### src/rtl/addsub_serial.sv
// addsub_serial: digit-serial two's-complement adder/subtractor.
// Each RUN cycle adds DIGIT bits of the two operand shift registers.
// After N = WIDTH/DIGIT cycles it publishes the result with carry,
// overflow and zero flags. Subtraction is done as A + ~B + 1.
// Accumulate ops take the held result as the A operand.
module addsub_serial #(
   parameter int WIDTH = 8,
   parameter int DIGIT = 1
) (
   input  logic             clk,
   input  logic             rst_n,
   input  logic             start,
   input  logic [1:0]       op,
   input  logic [WIDTH-1:0] a,
   input  logic [WIDTH-1:0] b,
   output logic             busy,
   output logic             done,
   output logic [WIDTH-1:0] result,
   output logic             cout,
   output logic             ovf,
   output logic             zero
);

   localparam int N  = WIDTH / DIGIT;
   localparam int CW = (N > 1) ? $clog2(N) : 1;

   typedef enum logic [1:0] {
      ST_IDLE = 2'd0,
      ST_RUN  = 2'd1,
      ST_DONE = 2'd2
   } state_t;

   state_t           state_r;
   logic [WIDTH-1:0] sa_r;
   logic [WIDTH-1:0] sb_r;
   logic [WIDTH-1:0] sum_r;
   logic             carry_r;
   logic [CW-1:0]    cnt_r;

   logic [DIGIT-1:0]       dig_sum_s;
   logic                   dig_cout_s;
   logic                   dig_cmsb_s;
   logic [WIDTH+DIGIT-1:0] sum_cat_s;
   logic [WIDTH-1:0]       sum_next_s;
   logic                   last_s;

   // Ripple-add one digit.
   // Returns {carry out, carry into the digit's top bit, sum bits}.
   function automatic logic [DIGIT+1:0] digit_add(
      input logic [DIGIT-1:0] x,
      input logic [DIGIT-1:0] y,
      input logic             cin
   );
      logic [DIGIT-1:0] s;
      logic             c;
      logic             cm;
      s  = {DIGIT{1'b0}};
      c  = cin;
      cm = cin;
      for (int i = 0; i < DIGIT; i++) begin
         cm   = c;
         s[i] = x[i] ^ y[i] ^ c;
         c    = (x[i] & y[i]) | (c & (x[i] ^ y[i]));
      end
      return {c, cm, s};
   endfunction

   // Digit adder datapath.
   // The new sum digit enters the top of the sum register.
   always_comb begin
      {dig_cout_s, dig_cmsb_s, dig_sum_s} =
         digit_add(sa_r[DIGIT-1:0], sb_r[DIGIT-1:0], carry_r);
      sum_cat_s  = {dig_sum_s, sum_r};
      sum_next_s = sum_cat_s[WIDTH+DIGIT-1:DIGIT];
      last_s     = (cnt_r == CW'(N - 1));
   end

   // Control FSM, operand shift registers and registered outputs.
   always_ff @(posedge clk or negedge rst_n) begin
      if (!rst_n) begin
         state_r <= ST_IDLE;
         sa_r    <= {WIDTH{1'b0}};
         sb_r    <= {WIDTH{1'b0}};
         sum_r   <= {WIDTH{1'b0}};
         carry_r <= 1'b0;
         cnt_r   <= {CW{1'b0}};
         busy    <= 1'b0;
         done    <= 1'b0;
         result  <= {WIDTH{1'b0}};
         cout    <= 1'b0;
         ovf     <= 1'b0;
         zero    <= 1'b0;
      end else begin
         case (state_r)
            ST_IDLE: begin
               done <= 1'b0;
               if (start) begin
                  sa_r    <= op[1] ? result : a;
                  sb_r    <= op[0] ? ~b : b;
                  carry_r <= op[0];
                  sum_r   <= {WIDTH{1'b0}};
                  cnt_r   <= {CW{1'b0}};
                  busy    <= 1'b1;
                  state_r <= ST_RUN;
               end else begin
                  state_r <= ST_IDLE;
               end
            end
            ST_RUN: begin
               sa_r    <= sa_r >> DIGIT;
               sb_r    <= sb_r >> DIGIT;
               carry_r <= dig_cout_s;
               sum_r   <= sum_next_s;
               cnt_r   <= cnt_r + CW'(1);
               if (last_s) begin
                  // Publish on the edge that enters DONE.
                  result  <= sum_next_s;
                  cout    <= dig_cout_s;
                  ovf     <= dig_cmsb_s ^ dig_cout_s;
                  zero    <= (sum_next_s == {WIDTH{1'b0}});
                  done    <= 1'b1;
                  busy    <= 1'b0;
                  state_r <= ST_DONE;
               end else begin
                  state_r <= ST_RUN;
               end
            end
            ST_DONE: begin
               done    <= 1'b0;
               state_r <= ST_IDLE;
            end
            default: begin
               busy    <= 1'b0;
               done    <= 1'b0;
               state_r <= ST_IDLE;
            end
         endcase
      end
   end

endmodule

### config.mk
export PLATFORM = sky130hd
export DESIGN_NAME = addsub_serial
export DESIGN_NICKNAME = d
export VERILOG_FILES = /design/src/rtl/addsub_serial.sv
export SDC_FILE = /design/constraint.sdc
export NUM_CORES = 1
export LEC_CHECK = 0
export ABC_AREA = 1
export ABC_CLOCK_PERIOD_IN_PS = 1500
export CORE_MARGIN = 3
export CORE_UTILIZATION = 39
export CTS_BUF_LIST = sky130_fd_sc_hd__clkbuf_2
export CTS_CLUSTER_SIZE = 25
export DETAILED_ROUTE_END_ITERATION = 16
export PLACE_DENSITY = 0.72
export SETUP_SLACK_MARGIN = 0.4
export SKIP_LAST_GASP = 1
export SYNTH_ARGS = -nofsm -noshare
export SYNTH_HDL_FRONTEND = slang
export SYNTH_SLANG_ARGS = --single-unit
### constraint.sdc
create_clock -name clk -period 1.5 [get_ports clk]
set_input_delay 0.3 -clock clk [delete_from_list [all_inputs] [get_ports clk]]
set_output_delay 0.3 -clock clk [all_outputs]
set_load 0.03 [all_outputs]
After elaboration in Yosys (flattened, before gate mapping)
Cells that the tools add are included.

word-level totals
  bits in registers = 43

operators by class
  equal/unequal tests = 5
  bitwise operators = 8
  reductions and logical operators = 6
  add/subtract/negate cells = 1
  mux-type cells = 20

operator list
  cell                                                                   count
  8-bit case mux with 2 select lines                                     3
  8-bit 2-to-1 mux                                                       5
  8-bit logical NOT                                                      1
  8-bit NOT                                                              1
  1-bit 2-to-1 mux                                                       6
  3-bit case mux with 2 select lines                                     1
  2-bit inequality test, second input constant                           2
  2-bit case mux with 2 select lines                                     1
  2-bit AND reduction                                                    2
  3-bit by 1-bit adder with 3-bit output, second input constant          1
  3-bit equality test, second input constant                             1
  3-bit 2-to-1 mux                                                       1
  1-bit case mux with 3 select lines                                     1
  3-bit AND reduction                                                    1
  1-bit XOR                                                              3
  1-bit AND                                                              2
  2-bit by 1-bit equality test with 1-bit output, second input constant  1
  2-bit equality test, second input constant                             1
  2-bit logical NOT                                                      1
  2-bit 2-to-1 mux                                                       1
  1-bit case mux with 2 select lines                                     1
  2-bit nonzero test                                                     1
  1-bit NOT                                                              1
  1-bit OR                                                               1

Logic depth before layout (Yosys ltp)
Gate-level depths: netlist (run 1).

  depth in word-level cells = 4
  gate-level depth with buffers = 7

Worst setup path before layout (run 1)
No wires, ideal clock.

  path kind = reg-to-reg
  start point = register cnt_r[0]
  end point = register zero
  setup slack = 0.254 ns
  period minus slack after synthesis = 1.246 ns
  buffers on the path = 1
  required time = 1.383 ns
  stages on the path, launching flop included = 8
  arrival time = 1.129 ns
  library setup time = 0.117 ns
  cell sequence = dfrtp_1 > ha_1 > ha_1 > nand2_2 > buf_6 > clkinv_2 > nand2_1 > nand2_1

between the ends
  word-level cells in the longest chain between the ends = 2

RTL lines
  element                        RTL line  source
  start, declared                38        logic [CW-1:0] cnt_r;
  start signal, assigned         86        cnt_r <= {CW{1'b0}};
  start signal, assigned         102       cnt_r <= {CW{1'b0}};
  start signal, assigned         114       cnt_r <= cnt_r + CW'(1);
  3-bit equality test            75        last_s = (cnt_r == CW'(N - 1));
  2-bit AND reduction (no line)  n/a
  end signal, assigned           120       zero <= (sum_next_s == {WIDTH{1'b0}});
  end, declared                  21        output logic zero

Every way passes these cells.
A chain may end at the register's enable or synchronous reset.

Worst setup path after layout (run 1)
  start point = register carry_r
  end point = register zero

between the ends
  word-level cells in the longest chain between the ends = 2

RTL lines
  element                 RTL line  source
  start, declared         37        logic carry_r;
  start signal, assigned  100       carry_r <= op[0];
  start signal, assigned  112       carry_r <= dig_cout_s;
  1-bit XOR               62        s[i] = x[i] ^ y[i] ^ c;
  via dig_sum_s           40        logic [DIGIT-1:0] dig_sum_s;
  8-bit logical NOT       120

The timed path passes the listed nets, and every way through them passes these cells.

==> results of run 1 <==
-- layout by cell type, fill, tap and decap left out, types with 2 or more instances in the layout --
cell type,n
xnor2_1,2
dfrtp_1,41
clkbuf_16,2
clkbuf_2,6
nand2_8,2
nand2_2,15
nor2_1,5
buf_8,2
inv_1,23
buf_4,20
nand2_1,72
o21ai_0,8
o21ai_2,13
o21ai_1,3
inv_6,2
clkdlybuf4s50_1,19
nand3_2,13
o21ai_4,4
buf_6,26
buf_12,5
nor2_2,2
buf_16,7
nand2_4,29
-- metal layers --
metal  part of all wire  vias to the layer above
li1                   -                      943
met1               0.40                      999
met2               0.55                       35
met3              0.026                        9
met4              0.019                        0
met5                  0                        -
-- registers in the layout, indices dropped and copies added (netlist names) --
| register | flops |
|---|---|
| result | 8 |
| sa_r | 8 |
| sb_r | 8 |
| sum_r | 7 |
| cnt_r | 3 |
| state_r | 2 |
| busy | 1 |
| carry_r | 1 |
| cout | 1 |
| done | 1 |
| ovf | 1 |
| zero | 1 |
-- where the power goes --
| part | internal, W | switching [W] |
|---|---|---|
| clock | 0.000288 | 0.000397 |
| combinational | 0.00225 | 0.00224 |
| sequential | 0.00159 | 0.000488 |
-- through the flow --
stage               instance area (um^2)  total power (W)  std cells
detailed placement                  2500          0.00415        354
global placement                    2500          0.00408        354
CTS                                 3060          0.00582        388
global route                        3590          0.00761        402
finish                              3590          0.00725        402
floorplan                           2030          0.00330        253
-- worst min-delay path, delay by kind of cell --
| kind | cells | cell delay [ps] |
|---|---|---|
| buffers and inverters | 3 | 860 |
-- worst max-delay path by stage --
stage	startpoint	to	slack, ps	cells past startpoint
3_5_place_dp	start	sum_r[2]	110	5
3_3_place_gp	result[4]	result[4]	120	1
2_1_floorplan	sb_r[0]	zero	260	6
5_1_grt	state_r[0]	result[5]	40	7
6_report	carry_r	zero	80	6
4_1_cts	sa_r[0]	zero	160	6
-- timing repair --
item | CTS | global route
hold buffers | 1 | 0
endpoints found under the hold margin | 42 | 0
gates cloned | 7 | 2
endpoints found under the setup margin | 51 | 55
pin swaps | 7 | 29
gates resized for setup | 141 | 103
buffers inserted | 18 | 12
-- final cells by class --
type / count / area share
sequential: 42 / 0.293
multi-input combinational: 174 / 0.346
tap: 67 / 0.0234
clock buffer: 6 / 0.00837
clock inverter: 2 / 0.0105
inverter: 28 / 0.0342
timing repair buffer: 83 / 0.285
-- cell families (layout without fill, tap and decap cells) --
logic type,count (synthesis),in the layout,synth area share
adder cells (fa/ha/maj),3,3,0.0224
AO/OA/AOI/OAI,28,28,0.0848
flip-flops,42,42,0.524
XOR/XNOR,2,2,0.00873
buffers and inverters,37,119,0.0823
AND/OR/NAND/NOR,141,141,0.278
==> metrics.md, run 1 <==
| Metric | Value |
|---|---|
| Die Ht | `77.7 um` |
| Cell taking the most area after synthesis | `dfrtp_1` |
| Total number of vias | `between 1500 and 2000` |
| Async SR Flop Fraction | `1.00` |
| Initial antenna violation count | `0` |
| Fin Hold WS | `roughly 320 ps` |
| Hold Crit Class | `input pin to async pin` |
| Top cells by count, synth | `nand2_1 (117), dfrtp_1 (42), inv_1 (26)` |
| # nets final | `358` |
| EDFF count, synth | `0` |
| Synth Cell Area | `approximately 0.002 mm^2` |
| R2r endpoint | `zero` |
| CP Class | `flop to flop` |
| Fillers | `between 200 and 300` |
| Final Worst Setup Slack | `84.2 ps` |
| Layout cells sized above 1 | `0.478` |
| RD Place Congestion | `0.810` |
| Number of global-route vias before repair | `~2000` |
| Distinct cell type count after synthesis | `19` |
| Max clock buf depth | `2` |
| Die footprint | `0.00604 mm^2` |
| CP Capture Type | `flop` |
| WP data arrival | `~1800 ps` |
| Finished Core Util | `0.740` |
| Crit-path slowest cell | `fa_2` |
| Drt drc | `0` |
| Max IR drop VDD | `1180 uV` |
| Clk Latency, worst-skew pair | `between 400 and 500 ps` |
| First-pass GRT wire length | `between 9 and 10 mm` |
| Drt total wl | `between 6 and 7 mm` |
| Max-cap viol count | `0` |
| Pwr dens | `between 2000 and 2500 mW/mm^2` |
| Met2 GRT Util | `0.335` |
| Overall routing resource usage | `0.200` |
| Critical Path Source Type | `flop` |
| Worst Path Required | `1890 ps` |
| Met3 usage | `0.0336` |
| # setup viols final | `0` |
| H-tree levels | `2` |
| Avg Cell Area, Syn | `7.93 um^2` |
| Top post-synthesis cells by area | `dfrtp_1 (52%), nand2_1 (22%), inv_1 (4.9%)` |
| I/O pin count | `34` |
| Crit path cell chain | `fa_2 -> nor2_2 -> nand2_1 -> nor2_1 -> nand2_1 -> nand2_1` |
| Synthesized flop and latch total | `42` |
| Dominant cell by count in the synthesized netlist | `nand2_1` |
| CP Max Fanout | `3` |
| Final hold violation count | `0` |
| Setup_tns | `0 ps` |
| Top cell type's share of synthesized area | `0.524` |
| Primary FF master, synth | `dfrtp_1` |
| Via/cell ratio | `slightly below 5` |
| Most crowded layer after global routing | `met2` |
| Final clock skew | `36.6 ps` |
| Average routed wire per standard cell | `about 17 um` |
| CTS sink cnt | `42` |
| Detailed Routing Iterations Pass 1 | `5` |
| Initial Util | `0.414` |
| Max stage delay on crit path | `a little under 500 ps` |
| Fmax achieved | `706 MHz` |
| Rows | `25` |
| RSZ-0062 raised after global routing | `true` |
| Die W | `between 70 and 80 um` |
| Final Cycle Share | `0.944` |
| Iteration-0 DRC Markers | `150` |
| Most used cell, CP | `nand2_1` |
| CTS root buf | `clkbuf_2` |
| Worst-case reg-to-reg path depth | `6` |
| Largest net degree at the start of global routing | `43` |
| Floorplan core area | `roughly 0.0048 mm^2` |
| Cell family with most CP delay | `adder cells` |
| Pre-CTS setup slack | `about 110 ps` |
| Clock-pin slew on the worst setup and hold paths | `around 240 ps` |
| IO buf count | `33` |
| FF/Latch Area | `~0.0011 mm^2` |
| Multi-input logic area | `0.00124 mm^2` |
| CTS tree | `yes` |
| R2r setup slk | `~84 ps` |
| CTS Buf Count | `5` |
| Worst slew margin | `0.760` |
| Routed Antenna Nets | `0` |
| Post-Syn Nets | `~280` |
| FF-to-FF Start | `carry_r` |
| Met1 GRT Util | `0.257` |
| Post-layout minimum cycle time | `1420 ps` |
| Worst Max-Slew Pin Slew | `357 ps` |
| Ys Warns | `0` |
| LEAKAGE | `~1.9 nW` |
| Antenna cells | `0` |
| Area Growth Syn to Fin | `78.7%` |
| Register area share after synthesis | `0.524` |
| Status | `finished, final reports clean` |
| Final Max Tran Viols | `0` |
| Detailed placer's ending HPWL | `approximately 3.1 mm` |
| Grt ovf | `0` |
| Gate Count Post-Synth | `approximately 250` |
| WP buf/inv | `0` |
No activity file was read; power rests on OpenSTA's default activity.
==> inputs of run 2 (changes only) <==
MAX_ROUTING_LAYER = met4   (was not set)
==> metrics.md, run 2 (synthesized netlist as in run 1, its figures left out) <==
| Metric | Value |
|---|---|
| FF-to-FF Start | `carry_r` |
| Clk Latency, worst-skew pair | `around 430 ps` |
| CTS sink cnt | `between 40 and 50` |
| RSZ-0062 raised after global routing | `true` |
| Die Ht | `between 70 and 80 um` |
| Rows | `25` |
| Via/cell ratio | `~5` |
| Grt ovf | `0` |
| First-pass GRT wire length | `9.49 mm` |
| IO buf count | `33` |
| Crit path cell chain | `fa_2 -> nor2_2 -> nand2_1 -> nor2_1 -> nand2_1 -> nand2_1` |
| Max-cap viol count | `0` |
| CTS tree | `yes` |
| Final Cycle Share | `0.942` |
| Critical Path Source Type | `flop` |
| CTS Buf Count | `5` |
| R2r setup slk | `roughly 86 ps` |
| Crit-path slowest cell | `fa_2` |
| Final clock skew | `between 30 and 40 ps` |
| RD Place Congestion | `around 0.82` |
| CP Capture Type | `flop` |
| Cell family with most CP delay | `adder cells` |
| CP Max Fanout | `3` |
| Pre-CTS setup slack | `112 ps` |
| Hold Crit Class | `input pin to async pin` |
| Drt drc | `0` |
| CTS root buf | `clkbuf_2` |
| Critical Path Start | `carry_r` |
| Final Max Tran Viols | `0` |
| Leading cell types in the layout, fill and taps excluded | `nand2_1 (72), dfrtp_1 (41), nand2_4 (29)` |
| Dpl cell area | `roughly 0.0025 mm^2` |
| Max clock buf depth | `2` |
| Most used cell, CP | `nand2_1` |
| I/O pin count | `34` |
| Largest net degree at the start of global routing | `43` |
| Area Growth Syn to Fin | `78.7%` |
| Most common cell after layout, fill and taps aside | `nand2_1` |
| Final Worst Setup Slack | `86.4 ps` |
| Worst slew margin | `0.760` |
| Average routed wire per standard cell | `between 15 and 20 um` |
| Post-layout minimum cycle time | `roughly 1400 ps` |
| Biggest regs | `result (8), sa_r (8), sb_r (8)` |
| Initial antenna violation count | `0` |
| Detailed Routing Iterations Pass 1 | `4` |
| Floorplan core area | `about 0.0048 mm^2` |
| Setup_tns | `0 ps` |
| Worst Path Required | `roughly 1900 ps` |
| Max IR drop VDD | `between 1000 and 1500 uV` |
| Max stage delay on crit path | `490 ps` |
| Fmax achieved | `between 700 and 800 MHz` |
| Layout cells sized above 1 | `0.478` |
| Die footprint | `roughly 0.0060 mm^2` |
| WP data arrival | `about 1800 ps` |
| # nets final | `about 360` |
| Antenna cells | `0` |
| Final hold violation count | `0` |
| Number of global-route vias before repair | `around 1900` |
| Pwr dens | `2020 mW/mm^2` |
| Routed Antenna Nets | `0` |
| Die W | `slightly below 80 um` |
| H-tree levels | `2` |
| CP Class | `flop to flop` |
| Critical Path Sink | `zero` |
| Post-route cell area | `0.00359 mm^2` |
| # setup viols final | `0` |
| Iteration-0 DRC Markers | `178` |
| Overall routing resource usage | `0.206` |
| LEAKAGE | `1.90 nW` |
| R2r endpoint | `zero` |
| Worst Max-Slew Pin Slew | `about 360 ps` |
| Detailed placer's ending HPWL | `3.13 mm` |
| Total number of vias | `2020` |
| Clock-pin slew on the worst setup and hold paths | `~240 ps` |
| Drt total wl | `just under 7 mm` |
| WP buf/inv | `0` |
| WP depth | `6` |
| Initial Util | `0.414` |
| Worst-case reg-to-reg path depth | `6` |
| Status | `finished, final reports clean` |
## run 2: cell counts in the layout (fill, tap and decap cells not counted)
Identical to the previous run, type by type.
## run 2: what timing repair did
action	in CTS	in global routing
pin swaps	7	29
hold endpoints to repair	42	0
resized for setup	141	103
endpoints found under the setup margin	51	55
hold buffers	1	0
setup buffers	18	12
gates cloned	7	2
## run 2: through the flow
stage,hold slack (ps),total power (W),util,instances
floorplan,4.41,0.00330,-,253
global placement,290,0.00408,0.516,354
detailed placement,287,0.00415,0.516,354
CTS,350,0.00582,0.631,388
global route,327,0.00761,0.740,402
finish,326,0.00726,0.740,402
## run 2: layout make-up
cell class,count,area (um^2)
Tap cell,67,83.8
Clock inverter,2,37.5
Timing Repair Buffer,83,1020
Clock buffer,6,30.0
Multi-Input combinational cell,174,1240
Sequential cell,42,1050
Inverter,28,123
Fill cell,292,1260
## run 2: per-layer routing
| layer | track usage | wire length, um |
|---|---|---|
| met2 | 0.335 | 3680 |
| met3 | 0.0406 | 245 |
| met4 | 0.0730 | 136 |
| met1 | 0.257 | 2680 |
| met5 | - | 0 |
## run 2: how the worst min path moves through the flow
stage,end,slack [ps],depth (start not counted)
global route,sb_r[1],330,3
global placement,sa_r[4],290,2
detailed placement,sa_r[3],290,2
finish,sum_r[6],330,3
CTS,sb_r[1],350,3
floorplan,busy,4,0
## run 2: worst reg2reg max path, stage by stage (launching register included)
cell and delay (ps):
dfrtp_1 460, fa_2 490, nor2_2 120, nand2_1 90, nor2_1 120, nand2_1 70
nand2_1 60
## run 2: power by group
group | leakage [nW] | switching, W | total (W) | internal (W)
clock | 0.0392 | 0.000397 | 0.000685 | 0.000288
combinational | 1.32 | 0.00224 | 0.00449 | 0.00225
sequential | 0.537 | 0.000491 | 0.00208 | 0.00159
total | 1.90 | 0.00313 | 0.00726 | 0.00413
==> inputs of run 3 (changes only) <==
--- a/config.mk
+++ b/config.mk
@@ -21 +21,2 @@
 export SYNTH_SLANG_ARGS = --single-unit
+export TNS_END_PERCENT = 20
--- a/constraint.sdc
+++ b/constraint.sdc
@@ -3,2 +3,2 @@
 set_output_delay 0.3 -clock clk [all_outputs]
-set_load 0.03 [all_outputs]
+set_load 0.01 [all_outputs]
==> metrics.md, run 3 (synthesized netlist as in run 1, its figures left out) <==
| Metric | Value |
|---|---|
| H-tree levels | `2` |
| CP Max Fanout | `3` |
| Total number of vias | `around 1700` |
| Max clock buf depth | `2` |
| Leading cell types in the layout, fill and taps excluded | `nand2_1 (117), dfrtp_1 (41), inv_1 (26)` |
| Worst slew margin | `0.712` |
| Rows | `25` |
| RSZ-0062 raised after global routing | `true` |
| Clk pwr share | `0.104` |
| IO buf count | `33` |
| CP Capture Type | `flop` |
| I/O pin count | `34` |
| Area Growth Syn to Fin | `29.3%` |
| Setup_tns | `0 ps` |
| Die W | `approximately 80 um` |
| Critical Path Source Type | `flop` |
| Iteration-0 DRC Markers | `95` |
| Post-layout minimum cycle time | `approximately 1400 ps` |
| CTS tree | `yes` |
| First-pass GRT wire length | `approximately 7.6 mm` |
| Largest net degree at the start of global routing | `26` |
| Worst Max-Slew Pin Slew | `431 ps` |
| Average routed wire per standard cell | `11.7 um` |
| Final Max Tran Viols | `0` |
| Max-cap viol count | `0` |
| Internal Pwr Total | `~0.0026 W` |
| Layout cells sized above 1 | `0.186` |
| CTS sink cnt | `42` |
| CTS root buf | `clkbuf_2` |
| Flop pwr share | `0.434` |
| Clk Latency, worst-skew pair | `390 ps` |
| CTS Buf Count | `5` |
| Final hold violation count | `0` |
| Post-route cell area | `0.00259 mm^2` |
| Final Cycle Share | `0.915` |
| Detailed placer's ending HPWL | `between 3 and 4 mm` |
| Antenna cells | `0` |
| # setup viols final | `0` |
| Initial Util | `0.414` |
| LEAKAGE | `1.36 nW` |
| RD Place Congestion | `0.800` |
| CP Class | `flop to flop` |
| Logic pwr share | `0.462` |
| NetSw | `around 0.0018 W` |
| Drt drc | `0` |
| # nets final | `330` |
| Detailed Routing Iterations Pass 1 | `4` |
| Overall routing resource usage | `0.162` |
| Biggest regs | `result (8), sa_r (8), sb_r (8)` |
| Pwr dens | `about 1700 mW/mm^2` |
| Die footprint | `0.00604 mm^2` |
| WP data arrival | `between 1500 and 2000 ps` |
| Grt ovf | `0` |
| Max IR drop VDD | `between 800 and 900 uV` |
| Number of global-route vias before repair | `around 1600` |
| Most common cell after layout, fill and taps aside | `nand2_1` |
| Pwr Total | `around 0.0044 W` |
| Final clock skew | `between 4 and 5 ps` |
| Drt total wl | `4.39 mm` |
| Hold Crit Class | `input pin to async pin` |
| Clock-pin slew on the worst setup and hold paths | `approximately 200 ps` |
| Dpl cell area | `~0.0025 mm^2` |
| Initial antenna violation count | `0` |
| Fmax achieved | `approximately 730 MHz` |
| Via/cell ratio | `4.52` |
| Routed Antenna Nets | `0` |
| Finished Core Util | `0.535` |
| Status | `finished, final reports clean` |
| Worst Path Required | `1810 ps` |
| Die Ht | `a little under 80 um` |
| Sw Ratio | `0.402` |
| Floorplan core area | `0.00485 mm^2` |
==> run 3: area by class of cell <==
class,instances,area [um^2]
Tap cell,67,83.8
Sequential cell,42,1050
Clock inverter,3,11.3
Fill cell,457,2250
Timing Repair Buffer,55,483
Multi-Input combinational cell,174,830
Inverter,28,110
Clock buffer,5,25.0
==> run 3: stage by stage <==
step | std cells | worst slack (ps) | hold slack [ps]
6_report | 374 | 128 | 347
5_1_grt | 374 | -14.0 | 350
4_1_cts | 371 | 116 | 335
3_5_place_dp | 354 | 126 | 265
3_3_place_gp | 354 | 153 | 261
2_1_floorplan | 253 | 261 | 4.41
==> run 3: final timing paths <==
check                      startpoint       to  slack (ps)  depth (start not counted)
max                           carry_r     zero         130                          6
min in group clk                 busy     busy         510                          2
min                             rst_n  sb_r[2]         350                          2
max reg2reg                   carry_r     zero         130                          6
max in group asynchronous       rst_n     done         690                          3
min reg2reg                      busy     busy         510                          2
==> run 3: worst max-delay path: stages, from the launching register on <==
cell and delay, ps:
dfrtp_2 490, fa_2 570, nor2_1 50, nand2_1 60, nor2_1 40, nand2_1 50, nand2_1 50
==> run 3: routing by layer <==
layer / vias to the layer above / wire length [um] / track usage
li1: 878 / - / -
met1: 784 / 2180 / 0.233
met2: 26 / 2080 / 0.229
met3: 4 / 83 / 0.0244
met4: 0 / 48 / 0.0676
met5: - / 0 / -
==> run 3: timing repair <==
action / 4_1_cts / 5_1_grt
hold buffers: 1 / 0
buffers inserted: 8 / 2
endpoints found under the setup margin: 28 / 54
pin swaps: 2 / 2
endpoints found under the hold margin: 17 / 0
gates cloned: 0 / 1
gates resized for setup: 40 / 12
==> run 3: power groups by stage <==
stage | Sequential [W] | Combinational, W | Clock (W)
after floorplan | 0.00196 | 0.00108 | 0
after global placement | 0.00195 | 0.00184 | 0
after detailed placement | 0.00195 | 0.00189 | 0
after CTS | 0.00190 | 0.00196 | 0.000477
after global routing | 0.00196 | 0.00232 | 0.000515
final | 0.00190 | 0.00203 | 0.000458
